<file path="src/rtl/cache_flush_pkg.sv">
// rtl/cache_flush_pkg.sv - shared types for the cache flush sequencer
package cache_flush_pkg;

    typedef enum logic [2:0] {
        IDLE,
        READ,
        CHECK,
        WRITEBACK,
        CLEAR,
        NEXT,
        DONE
    } statetype;

endpackage

</file>
<file path="src/rtl/cache_flush_cnt.sv">
// rtl/cache_flush_cnt.sv - set counter and one-hot way rotator for the flush walk
//
// Ports:
//   clk, reset  clock, synchronous active-high reset
//   advance     step to the next way, or to way 0 of the next set after the last way
//   clear       return to set 0, way 0
//   FlushAdr    current set index
//   FlushWay    current way, one-hot
//   LastWay     FlushWay is the highest way
//   LastSet     FlushAdr is the highest set
module cache_flush_cnt #(
    parameter int NUMWAYS  = 4,
    parameter int NUMLINES = 128,
    parameter int SETLEN   = $clog2(NUMLINES)
) (
    input  logic              clk,
    input  logic              reset,
    input  logic              advance,
    input  logic              clear,
    output logic [SETLEN-1:0]  FlushAdr,
    output logic [NUMWAYS-1:0] FlushWay,
    output logic              LastWay,
    output logic              LastSet
);

    localparam logic [NUMWAYS-1:0] WAY0 = NUMWAYS'(1);

    assign LastWay = FlushWay[NUMWAYS-1];
    assign LastSet = (FlushAdr == SETLEN'(NUMLINES - 1));

    always_ff @(posedge clk) begin
        if (reset || clear) begin
            FlushAdr <= '0;
            FlushWay <= WAY0;
        end else if (advance) begin
            if (LastWay) begin
                FlushWay <= WAY0;
                FlushAdr <= LastSet ? '0 : FlushAdr + SETLEN'(1);
            end else begin
                FlushWay <= {FlushWay[NUMWAYS-2:0], FlushWay[NUMWAYS-1]};
            end
        end
    end

endmodule

</file>
<file path="src/rtl/cache_flush_ctrl.sv">
// rtl/cache_flush_ctrl.sv - walks every set/way and writes back valid dirty lines on a flush request
//
// Ports:
//   clk, reset   clock, synchronous active-high reset
//   FlushReq     level request to flush the whole cache
//   ValidWay     valid bits of set FlushAdr (arrives one cycle after FlushAdr)
//   DirtyWay     dirty bits of set FlushAdr (same timing as ValidWay)
//   WbAck        writeback of the current line accepted
//   FlushAdr     set index presented to the arrays
//   FlushWay     one-hot way under inspection
//   FlushActive  high outside IDLE; selects flush addressing in the arrays
//   WbReq        writeback request for (FlushAdr, FlushWay)
//   ClearDirty   one-cycle strobe clearing the dirty bit at (FlushAdr, FlushWay)
//   FlushDone    one-cycle completion pulse
module cache_flush_ctrl
    import cache_flush_pkg::*;
#(
    parameter int NUMWAYS  = 4,
    parameter int NUMLINES = 128,
    parameter int SETLEN   = $clog2(NUMLINES)
) (
    input  logic              clk,
    input  logic              reset,
    input  logic              FlushReq,
    input  logic [NUMWAYS-1:0] ValidWay,
    input  logic [NUMWAYS-1:0] DirtyWay,
    input  logic              WbAck,
    output logic [SETLEN-1:0]  FlushAdr,
    output logic [NUMWAYS-1:0] FlushWay,
    output logic              FlushActive,
    output logic              WbReq,
    output logic              ClearDirty,
    output logic              FlushDone
);

    statetype state, next_state;
    logic     advance, cnt_clear;
    logic     last_way, last_set;

    cache_flush_cnt #(
        .NUMWAYS (NUMWAYS),
        .NUMLINES(NUMLINES),
        .SETLEN  (SETLEN)
    ) u_cnt (
        .clk     (clk),
        .reset   (reset),
        .advance (advance),
        .clear   (cnt_clear),
        .FlushAdr(FlushAdr),
        .FlushWay(FlushWay),
        .LastWay (last_way),
        .LastSet (last_set)
    );

    always_ff @(posedge clk) begin
        if (reset) state <= IDLE;
        else       state <= next_state;
    end

    always_comb begin
        next_state  = state;
        advance     = 1'b0;
        cnt_clear   = 1'b0;
        FlushActive = (state != IDLE);
        WbReq       = 1'b0;
        ClearDirty  = 1'b0;
        FlushDone   = 1'b0;
        case (state)
            IDLE: begin
                // Counter already sits at the origin here; holding it there is a no-op safeguard.
                cnt_clear = 1'b1;
                if (FlushReq) next_state = READ;
            end
            READ:  next_state = CHECK;
            // The set's valid/dirty word stays on the array outputs across all ways of the set,
            // so ways after the first go straight from NEXT back to CHECK.
            CHECK: next_state = |(FlushWay & ValidWay & DirtyWay) ? WRITEBACK : NEXT;
            WRITEBACK: begin
                WbReq = 1'b1;
                if (WbAck) next_state = CLEAR;
            end
            CLEAR: begin
                ClearDirty = 1'b1;
                next_state = NEXT;
            end
            NEXT: begin
                advance = 1'b1;
                if (!last_way)     next_state = CHECK;
                else if (!last_set) next_state = READ;
                else               next_state = DONE;
            end
            DONE: begin
                FlushDone  = 1'b1;
                next_state = IDLE;
            end
            default: next_state = IDLE;
        endcase
    end

endmodule

</file>
<file path="config.mk">
export PLATFORM = sky130hd
export DESIGN_NAME = cache_flush_ctrl
export DESIGN_NICKNAME = d
export VERILOG_FILES = /design/src/rtl/cache_flush_pkg.sv /design/src/rtl/cache_flush_cnt.sv /design/src/rtl/cache_flush_ctrl.sv
export SDC_FILE = /design/constraint.sdc
export NUM_CORES = 1
export LEC_CHECK = 0
export ABC_AREA = 1
export BUFFER_PORTS_ARGS = -buffer_cell sky130_fd_sc_hd__buf_2
export CORE_UTILIZATION = 43
export DETAILED_ROUTE_END_ITERATION = 7
export PLACE_DENSITY = 0.73
export RECOVER_POWER = 100
export SLEW_MARGIN = 20
export SYNTH_ARGS = -nofsm -noshare
export SYNTH_HDL_FRONTEND = slang
export SYNTH_SLANG_ARGS = --single-unit
export TNS_END_PERCENT = 5
</file>
<file path="constraint.sdc">
create_clock -name clk -period 1.1 [get_ports clk]
set_clock_uncertainty 0.05 [all_clocks]
set_input_delay 0.22 -clock clk [delete_from_list [all_inputs] [get_ports clk]]
set_output_delay 0.22 -clock clk [all_outputs]
set_load 0.03 [all_outputs]
</file>
==> reports/metrics.cfg <==
[outcome]
status = finished, violations left
violations = setup timing

[clocking]
clock_path_buffers = 2
cts_tree = done
clk_pin_slew_worst_paths_ps = 90
root_buffer = clkbuf_4
clk-insertion-delay-late_ps = 300
htreeDepth = 1
cts_inserted_buffers = 3
cts.sinks = 14

[global_route]
grt_usage = 0.2536
grt_first_pass_wirelength_microns = 3615
first_global_vias = 898
grt_max_degree = 9
antenna_found_initial = 0
overflow = 0

[critical_path]
rr_worst_depth = 7
arrival_ps = 1070
rrSetupSlack_ps = -140
crit_required_ps = 830
path_max_fanout = 5
max_stage_delay_ps = 380
r2r_start = state[0]
cp-start-kind = flip-flop
crit_type = reg2out
r2r-end = state[2]
end_kind = primary output
slowest_stage = dfxtp_4
path_cells = nor2_4 > nand2_2 > inv_2 > buf_6

[synthesis]
syn_inst = 122
yosys-top-cells-area = dfxtp_1 36%, nand2_1 16%, inv_1 8.7%
ys_async_sr_fraction = 0
seq_area_frac_synth = 0.3613
synth_top_area_cell = dfxtp_1
synth.avg_cell_area_sq_um = 6.359
synth_ff_type = dfxtp_1
synth_nets = 135
ys_ff_latch = 14
synth_cell_types = 18
synth_edf_count = 0
synth_area_sq_um = 775.7
yosysWarnings = 0
synth_top_area_frac = 0.3613

[final_layout]
drive_above_1_share = 0.5150
final_cell_mix = 28 x nand2_1, 17 x inv_1, 16 x buf_6, 15 x buf_4, 13 x nand3_1
areaGrowthSynthToFinish_pct = 66.45
fin_nets = 181
final_util = 0.8100
final_common_cell = nand2_1
diodes = 0
final_area_sq_mm = 0.001291

[sta]
period_needed_ps = 1341
hold_slack_ps = 19.78
fmax_mhz = 745.8
rsz0062_at_grt = true
setup_tns_ps = -2498
tightest_slew_ps = 219.4
setup_ws_ps = -240.9
slew_violations = 0
setup_viol = 24
fin_crit_sh = 1.219
finalHoldViolCount = 0
max-slew-margin-rel = 0.8532

[route]
drt.antenna.violating_nets = 0
drc = 0
wire_per_inst_microns = 12.15
drt-total-wl_microns = 2320
vias_per_cell = 4.953
drtIter0Drc = 17
first_pass_iters = 4
vias = 946

[worst_hold_path]
min_path_type = in2reg
hold_end = state[0]
min_from = reset
holdPathStages = 2

[pwr]
ir_drop_v = 0.001092
seqPwrFrac = 0.457
p_comb_frac = 0.266
p_int_uw = 780.8
leakage_uw = 0.0006355
power.density_mw_per_mm2 = 913.0
power_frac_clock = 0.277
p_switching_uw = 398.1
power.share.switching = 0.3377

[placed_design]
gp_congestion = 0.8018
portBuffers = 26
placed_area_sq_mm = 0.001077
hpwl_microns = 1452

[floorplanning]
fp.dieH_microns = 44.48
die_x_microns = 44.48
core.rowCount = 14
io-pin-count = 27
start_util = 0.4867
core_area_sq_mm = 0.001594
die_area_sq_mm = 0.001978

[flow_run]
max-cap-violations = 0

==> area by class of cell <==
type | instances | area, sq um
Timing Repair Buffer | 42 | 347.8
Tap cell | 24 | 30.03
Inverter | 21 | 81.33
Multi-Input combinational cell | 86 | 494.2
Clock buffer | 3 | 22.52
Sequential cell | 14 | 311.5
Fill cell | 106 | 302.8
Clock inverter | 1 | 3.754
==> metrics by stage <==
step | setup slack, ps | power [uW] | cells
6_report | -240.9 | 1179 | 191
5_1_grt | -272.2 | 1232 | 191
4_1_cts | -261.0 | 1144 | 190
3_5_place_dp | -154.9 | 795.5 | 186
3_3_place_gp | -105.1 | 789.2 | 186
2_1_floorplan | -156.2 | 695.5 | 122
==> worst max-delay path by stage <==
stage / startpoint / endpoint / slack [ps]
finish: state[0] / ClearDirty / -240
global route: state[0] / ClearDirty / -270
CTS: state[2] / FlushDone / -260
detailed placement: u_cnt.FlushAdr[0] / state[0] / -150
global placement: u_cnt.FlushAdr[0] / state[1] / -110
floorplan: u_cnt.FlushAdr[0] / state[0] / -160
==> timing repair <==
action                                  in CTS  in global routing
gates resized for setup                     45                 19
endpoints found under the setup margin      26                 28
pin swaps                                    8                  2
setup buffers                                0                  1
hold buffers                                 0                  0
==> per-layer routing <==
layer	vias to the layer above	global-route usage	part of all wire
met2	37	0.4324	0.52
met3	4	0.06531	0.052
met5	-	0	0
li1	466	-	-
met4	0	0.1273	0.018
met1	439	0.2910	0.41
==> worst max-delay path: cells and delay by family (launching register included) <==
family,cells,cell delay [ps]
flip-flops,1,380
buffers and inverters,2,170
AND/OR/NAND/NOR,2,210
==> cell families (layout without fill, tap and decap cells) <==
group	count (synthesis)	after routing	synth area share
adder cells (fa/ha/maj)	1	1	0.01613
AND/OR/NAND/NOR	71	71	0.4161
buffers and inverters	22	67	0.1145
AO/OA/AOI/OAI	14	14	0.09194
flip-flops	14	14	0.3613
==> flip-flops by register name, indices dropped and copies added, names as in the netlist <==
signal          cells
u_cnt.FlushAdr      7
state               3
u_cnt.FlushWay      4
==> power by group through the flow <==
stage	clock network [uW]	logic [uW]	registers (uW)
floorplan	0	149	546
global placement	0	246	544
detailed placement	0	251	545
CTS	327	280	537
global route	356	336	540
finish	326	314	539
==> synthesized netlist by cell type (2+ instances only) <==
master	number
a21oi_1	8
inv_1	18
nand3_1	13
nand2_2	5
o21ai_0	3
nor2_4	2
nand2_1	34
o21ai_1	2
dfxtp_1	14
inv_2	2
nor2_1	14
No activity file was read; power rests on OpenSTA's default activity.
